`config.mk`:
```
export PLATFORM = sky130hd
export DESIGN_NAME = mem_access_unit
export DESIGN_NICKNAME = d
export VERILOG_FILES = /design/src/rtl/mem_access_unit.sv
export SDC_FILE = /design/constraint.sdc
export NUM_CORES = 1
export LEC_CHECK = 0
export CORE_MARGIN = 1.5
export CORE_UTILIZATION = 39
export CTS_BUF_LIST = sky130_fd_sc_hd__clkbuf_16
export CTS_CLUSTER_DIAMETER = 100
export DETAILED_ROUTE_END_ITERATION = 10
export HOLD_SLACK_MARGIN = 0.03
export PLACE_DENSITY = 0.84
export REMOVE_ABC_BUFFERS = 1
export SLEW_MARGIN = 20
export SYNTH_ARGS = -nofsm -noshare
export SYNTH_HDL_FRONTEND = slang
export SYNTH_SLANG_ARGS = --single-unit
```
`constraint.sdc`:
```
create_clock -name CLK -period 4.95 [get_ports CLK]
set_input_delay 1.485 -clock CLK [delete_from_list [all_inputs] [get_ports CLK]]
set_output_delay 1.485 -clock CLK [all_outputs]
set_load 0.01 [all_outputs]
```
`src/rtl/mem_access_unit.sv`:
```
// mem_access_unit: MEM-stage initiator turning byte-addressed loads/stores into word-index memory accesses.
// Latency: loads, word stores and faulted requests take 1 cycle; sub-word stores take 2 (read, then merged write).
// Backpressure: stall is high during the read cycle of a sub-word store; request inputs must be held until it drops.
module mem_access_unit #(
   parameter int MEM_WORDS = 100
) (
   input  logic        CLK,
   input  logic        reset,
   input  logic        req_read,
   input  logic        req_write,
   input  logic [1:0]  size,
   input  logic        sign_ext,
   input  logic [31:0] addr,
   input  logic [31:0] wdata,
   output logic [31:0] rdata,
   output logic        stall,
   output logic        fault,
   output logic        fault_sticky,
   output logic [15:0] rmw_count,
   output logic [31:0] mem_A,
   output logic [31:0] mem_WD,
   output logic        mem_WE,
   input  logic [31:0] mem_RD
);

   typedef enum logic [0:0] {
      IDLE   = 1'b0,
      RMW_WR = 1'b1
   } state_t;

   localparam logic [31:0] WORD_LIMIT = MEM_WORDS;

   state_t      state_q, state_d;
   logic [31:0] merge_q, merge_d;
   logic [29:0] idx_q, idx_d;
   logic [15:0] rmw_count_q, rmw_count_d;
   logic        sticky_q, sticky_d;

   logic        req_any;
   logic        is_store;
   logic        is_byte;
   logic        is_half;
   logic        is_word;
   logic [29:0] word_idx;
   logic        misaligned;
   logic        out_of_range;
   logic        req_fault;
   logic [7:0]  lane_b;
   logic [15:0] lane_h;
   logic [31:0] load_val;
   logic [31:0] store_merge;
   logic        we_raw;

   // Request decode: store wins over load, size 11 behaves as a word, and fault detection.
   always_comb begin
      req_any      = req_read | req_write;
      is_store     = req_write;
      is_byte      = (size == 2'b00);
      is_half      = (size == 2'b01);
      is_word      = size[1];
      word_idx     = addr[31:2];
      misaligned   = (is_half & addr[0]) | (is_word & (addr[1:0] != 2'b00));
      out_of_range = ({2'b00, word_idx} >= WORD_LIMIT);
      req_fault    = req_any & (misaligned | out_of_range);
   end

   // Lane handling: extract/extend the addressed lane for loads, splice store data into the read word.
   always_comb begin
      lane_b = mem_RD[7:0];
      case (addr[1:0])
         2'd0: lane_b = mem_RD[7:0];
         2'd1: lane_b = mem_RD[15:8];
         2'd2: lane_b = mem_RD[23:16];
         2'd3: lane_b = mem_RD[31:24];
      endcase
      lane_h = addr[1] ? mem_RD[31:16] : mem_RD[15:0];

      if (is_byte) begin
         load_val = {{24{sign_ext & lane_b[7]}}, lane_b};
      end else if (is_half) begin
         load_val = {{16{sign_ext & lane_h[15]}}, lane_h};
      end else begin
         load_val = mem_RD;
      end

      store_merge = mem_RD;
      if (is_byte) begin
         case (addr[1:0])
            2'd0: store_merge[7:0]   = wdata[7:0];
            2'd1: store_merge[15:8]  = wdata[7:0];
            2'd2: store_merge[23:16] = wdata[7:0];
            2'd3: store_merge[31:24] = wdata[7:0];
         endcase
      end else if (is_half) begin
         if (addr[1]) begin
            store_merge[31:16] = wdata[15:0];
         end else begin
            store_merge[15:0] = wdata[15:0];
         end
      end
   end

   // FSM next state and memory-port outputs; request inputs only matter in IDLE.
   always_comb begin
      state_d     = state_q;
      merge_d     = merge_q;
      idx_d       = idx_q;
      rmw_count_d = rmw_count_q;
      sticky_d    = sticky_q;
      rdata       = 32'h0;
      stall       = 1'b0;
      fault       = 1'b0;
      mem_A       = 32'h0;
      mem_WD      = 32'h0;
      we_raw      = 1'b0;

      case (state_q)
         IDLE: begin
            if (req_any) begin
               mem_A = {2'b00, word_idx};
               if (req_fault) begin
                  // Faulted requests are dropped entirely: no write, no data, no RMW.
                  fault    = 1'b1;
                  sticky_d = 1'b1;
               end else if (is_store) begin
                  if (is_word) begin
                     we_raw = 1'b1;
                     mem_WD = wdata;
                  end else begin
                     // Read phase: capture the merged word now, write it next cycle.
                     stall   = 1'b1;
                     merge_d = store_merge;
                     idx_d   = word_idx;
                     state_d = RMW_WR;
                  end
               end else begin
                  rdata = load_val;
               end
            end
         end
         RMW_WR: begin
            // Pipeline advances at this edge, so the held store retires exactly once.
            mem_A       = {2'b00, idx_q};
            mem_WD      = merge_q;
            we_raw      = 1'b1;
            rmw_count_d = rmw_count_q + 16'd1;
            state_d     = IDLE;
         end
         default: begin
            state_d = IDLE;
         end
      endcase
   end

   // Write enable is masked by reset so an interrupted RMW never writes a partial result.
   always_comb begin
      mem_WE       = we_raw & reset;
      fault_sticky = sticky_q;
      rmw_count    = rmw_count_q;
   end

   // State registers with asynchronous active-low reset.
   always_ff @(posedge CLK or negedge reset) begin
      if (!reset) begin
         state_q     <= IDLE;
         merge_q     <= 32'h0;
         idx_q       <= 30'h0;
         rmw_count_q <= 16'h0;
         sticky_q    <= 1'b0;
      end else begin
         state_q     <= state_d;
         merge_q     <= merge_d;
         idx_q       <= idx_d;
         rmw_count_q <= rmw_count_d;
         sticky_q    <= sticky_d;
      end
   end

endmodule

```
Word level (Yosys, flattened, before mapping)
Cells that the tools add are included.
{"block": "totals", "register_bits": 80, "latchBits": 0, "ramBits": 0, "rom_bits": 0, "inputBits": 103, "out_inout_bits": 116, "word_cells": 65, "n_memories": 0}
{"block": "classes", "n_addsub": 1, "mul": 0, "div": 0, "magnitude_cmp": 1, "eq_ne": 4, "shifts": 0, "muxes": 37, "bitwise_logic": 12, "n_reduce_logical": 5}
{"cell": "$mux W32", "count": 12}
{"cell": "$pmux W32 S2", "count": 2}
{"cell": "$mux W16", "count": 3}
{"cell": "$mux W8", "count": 4}
{"cell": "$pmux W8 S4", "count": 1}
{"cell": "$ge A30 B7 Y1 const B", "count": 1}
{"cell": "$mux W30", "count": 1}
{"cell": "$add A16 B1 Y16 const B", "count": 1}
{"cell": "$mux W1", "count": 12}
{"cell": "$and A1 B1 Y1", "count": 6}
{"cell": "$reduce_and A5 Y1", "count": 1}
{"cell": "$eq A2 B1 Y1 const B", "count": 2}
{"cell": "$eq A2 B2 Y1 const B", "count": 2}
{"cell": "$logic_not A2 Y1", "count": 2}
{"cell": "$pmux W1 S2", "count": 2}
{"cell": "$not A1 Y1", "count": 3}
{"cell": "$or A1 B1 Y1", "count": 3}
{"cell": "$reduce_and A3 Y1", "count": 1}
{"cell": "$reduce_bool A2 Y1", "count": 1}

Depth between registers and ports, before layout
{"block": "logic_depth", "depth_word": 9, "depth_mapped": 8, "ltp_nobuf": 5}

Worst setup path after synthesis
Ideal clock, no wire load.
{"block": "synth_path", "path_type": "input -> output", "start": "input port addr[17]", "end": "output port rdata[8]", "arrival_time_ns": 3.113, "required_time_ns": 3.465, "path_slack_ns": 0.352, "cell_stages": 5, "n_path_buf": 1, "path_cell_list": "nor4_2 > nand4_2 > or4_1 > buf_2 > a2111oi_1"}
{"block": "synth_via", "elab_chain_cells": 6}
{"item": "from (decl)", "line_no": "13", "rtl": "input logic [31:0] addr,"}
{"item": "$ge A30 B7 Y1", "line_no": "63", "rtl": "out_of_range = ({2'b00, word_idx} >= WORD_LIMIT);"}
{"item": "$or A1 B1 Y1", "line_no": "64", "rtl": "req_fault = req_any & (misaligned | out_of_range);"}
{"item": "$and A1 B1 Y1", "line_no": "64"}
{"item": "$mux W32", "line_no": "121", "rtl": "if (req_fault) begin"}
{"item": "$mux W32", "line_no": "119", "rtl": "if (req_any) begin"}
{"item": "$mux W32", "line_no": "117", "rtl": "case (state_q)"}
{"item": "to (decl)", "line_no": "15", "rtl": "output logic [31:0] rdata,"}
Every way passes these cells.

Final worst setup path
{"block": "layout_path", "start": "input port addr[15]", "end": "output port rdata[23]"}
Same word-level chain as after synthesis.

==> impl_metrics.py <==
metrics = {
    "critical_path": {
        "arrival_ns": 3.42,
        "path_max_fanout": 10,
        "reg2reg_depth": 5,
        "cp.required_ns": 3.46,
        "start_kind": "input port",
        "critPathCaptureType": "output port",
        "worst-setup-path-type": "in -> out",
    },
    "logic_synthesis": {
        "async_flop_share": 1.000,
        "avgSynthCellArea_um2": 9.582,
        "synth_edf_count": 0,
        "synthFlopType": "dfrtp_1",
        "synth_seq_area_share": 0.3883,
        "synth_warnings": 0,
        "syn_area_mm2": 0.005155,
        "synth.distinct_cells": 48,
        "synth_seq_cells": 80,
        "synthCells": 538,
    },
    "floorplan": {
        "core_mm2": 0.01277,
        "initial_core_util": 0.4036,
        "io_pins": 219,
        "die_w_um": 118.0,
        "dieArea_mm2": 0.01392,
        "die_h_um": 118.0,
        "rows": 41,
    },
    "power": {
        "switching_share": 0.2678,
        "p_int_uw": 1217,
        "pwr_density_cell_mw_per_mm2": 202.7,
        "p_total_uw": 1662,
        "clkPwrFrac": 0.410,
        "p_comb_frac": 0.196,
        "p_leak_uw": 0.003852,
        "ir_worst_vdd_mv": 0.1253,
        "p_seq_frac": 0.393,
        "switchingPower_uw": 445.1,
    },
    "cts": {
        "cts_tree": "built",
        "root_buffer": "clkbuf_16",
        "clock_latency_ns": 0.33,
        "htree_levels": 3,
        "clk_pin_slew_ns": 0.07,
        "numCtsBuffers": 9,
        "clockBufferDepth": 2,
        "clock_sinks": 80,
    },
    "global_route": {
        "overflow": 0,
        "grt_pass1_wl_um": 29320,
        "grt_usage": 0.2660,
        "grt_max_degree": 81,
        "antenna_found_initial": 2,
        "first_global_vias": 5426,
    },
    "detailed_routing": {
        "drtAntennaViolNets": 0,
        "vias": 5350,
        "dr.pass1.iters": 6,
        "drc": 0,
        "drt-total-wl_um": 19110,
        "wl_per_cell_um": 20.07,
        "vias_per_cell": 5.620,
        "drt_iter0_markers": 350,
    },
    "cells_and_area": {
        "final_cells": 952,
        "fin_nets": 877,
        "area_growth_pct": 59.03,
        "mostFrequentLayoutCells": "clkdlybuf4s50_1, dfrtp_1, nand2_1",
        "nFillCells": 1004,
        "drive_gt1_frac": 0.3239,
        "final_common_cell": "clkdlybuf4s50_1",
        "final_area_mm2": 0.008198,
    },
    "place": {
        "place_area_mm2": 0.007672,
        "routabilityCongestion": 0.8766,
        "dp_cells": 927,
        "port-buffer-count": 216,
        "hpwl_um": 13790,
    },
    "sta": {
        "fin_crit_ns": 4.908,
        "drv_slew": 0,
        "worst_hold_slack_ns": 0.4777,
        "tightest_slew_ns": 0.8174,
        "fin_crit_sh": 0.9915,
        "finalClockSkew_ns": 0.006037,
        "setup_viol": 0,
        "timing.slew.headroom": 0.4536,
        "fmax_mhz": 203.7,
        "finalHoldViolCount": 0,
    },
    "hold_path": {
        "hold-path-cell-count": 1,
        "hold_class": "reg -> reg",
    },
    "run_status": {
        "outcome": "completed",
    },
    "flow_run": {
        "cap_violations": 0,
    },
}
## flip-flops by register name, indices dropped and copies added, names as in the netlist
| signal | flops |
|---|---|
| rmw_count | 16 |
| idx_q | 30 |
| state_q | 1 |
| fault_sticky | 1 |
| merge_q | 32 |
## repair_timing
item                                    4_1_cts  5_1_grt
endpoints found under the setup margin       67       57
buffers inserted                              1        1
gates resized for setup                     374       52
cloned                                        3        1
pin swaps                                    14       15
hold buffers                                  0        0
## cells by family (layout without fill, tap and decap cells)
kind of cell,count (synthesis),in the layout,synth area share
compound gates,134,134,0.2000
xor+xnor,15,15,0.02549
fa+ha+maj,1,1,0.002427
buf+inv,64,303,0.05510
flops,80,80,0.3883
mux,65,65,0.1383
other cells,1,4,0.0007275
simple gates,178,178,0.1896
## power by group through the flow
| stage | Combinational (uW) | Sequential [uW] | Clock, uW |
|---|---|---|---|
| after floorplan | 101 | 666 | 0 |
| after global placement | 300 | 666 | 0 |
| after detailed placement | 306 | 666 | 0 |
| after CTS | 312 | 654 | 685 |
| after global routing | 345 | 653 | 715 |
| final | 326 | 654 | 682 |
## metal layers
layer | vias up | routed length [um] | track usage
met5 | - | 0 | 0
met4 | 0 | 588 | 0.1189
met3 | 40 | 1110 | 0.04215
met2 | 244 | 9729 | 0.4594
met1 | 2638 | 7676 | 0.3269
li1 | 2428 | - | -
## layout make-up
| cell class | instances | area (um2) | area share |
|---|---|---|---|
| multi-input cells | 395 | 3227 | 0.3936 |
| diodes | 2 | 5.005 | 0.0006105 |
| clock inverters | 7 | 77.57 | 0.009463 |
| inverters | 19 | 71.32 | 0.008700 |
| repair buffers | 268 | 2374 | 0.2895 |
| clock buffers | 9 | 225.2 | 0.02747 |
| well taps | 172 | 215.2 | 0.02625 |
| flip-flops and latches | 80 | 2003 | 0.2444 |
## cell usage after synthesis (2+ instances only)
cell type | n | share of area
a2111oi_1 | 2 | 0.0039
a2111oi_2 | 4 | 0.012
a2111oi_4 | 2 | 0.011
a211oi_1 | 7 | 0.010
a21oi_1 | 11 | 0.011
a222oi_1 | 8 | 0.016
a22o_1 | 38 | 0.065
and3_1 | 3 | 0.0036
buf_1 | 5 | 0.0036
buf_2 | 14 | 0.014
buf_4 | 3 | 0.0044
buf_6 | 2 | 0.0044
clkbuf_1 | 21 | 0.015
dfrtp_1 | 80 | 0.39
inv_1 | 19 | 0.014
mux2_2 | 40 | 0.087
mux2i_1 | 24 | 0.047
nand2_1 | 70 | 0.051
nand2b_1 | 4 | 0.0049
nand4_1 | 4 | 0.0049
nand4_2 | 2 | 0.0049
nor2_1 | 8 | 0.0058
nor2b_1 | 48 | 0.058
nor3_1 | 20 | 0.019
nor3b_2 | 2 | 0.0049
nor4_1 | 2 | 0.0024
nor4_2 | 5 | 0.012
o21ai_0 | 21 | 0.020
o21ai_1 | 4 | 0.0039
o22ai_1 | 31 | 0.038
or2_2 | 2 | 0.0024
or4_1 | 3 | 0.0044
xnor2_1 | 8 | 0.014
xor2_1 | 7 | 0.012
## worst max-delay path, cell delays in order
cell and delay [ns]:
clkdlybuf4s15_1 0.20, nor3_2 0.19, buf_4 0.15, nand4_4 0.11
or4_4 0.61, buf_12 0.19, buf_6 0.14, nor3_1 0.18
buf_2 0.16
## path summary, 6_finish.rpt
kind	slack, ns	endpoint	startpoint
min	0.48	fault_sticky	fault_sticky
max	0.04	rdata[23]	addr[15]
min in group asynchronous	1.13	idx_q[17]	reset
min reg2reg	0.48	fault_sticky	fault_sticky
max in group asynchronous	3.22	state_q	reset
max reg2reg	2.52	rmw_count[15]	state_q
## stage by stage
step	worst slack [ns]	setup TNS [ns]	util
global placement	-0.8529	-49.31	0.6006
detailed placement	-0.8262	-47.30	0.6006
finish	0.04195	0	0.6418
global route	-0.05071	-0.1329	0.6418
floorplan	-0.07634	-0.1527	-
CTS	-0.02546	-0.2027	0.6290
Power figures use the tool's default switching activity.
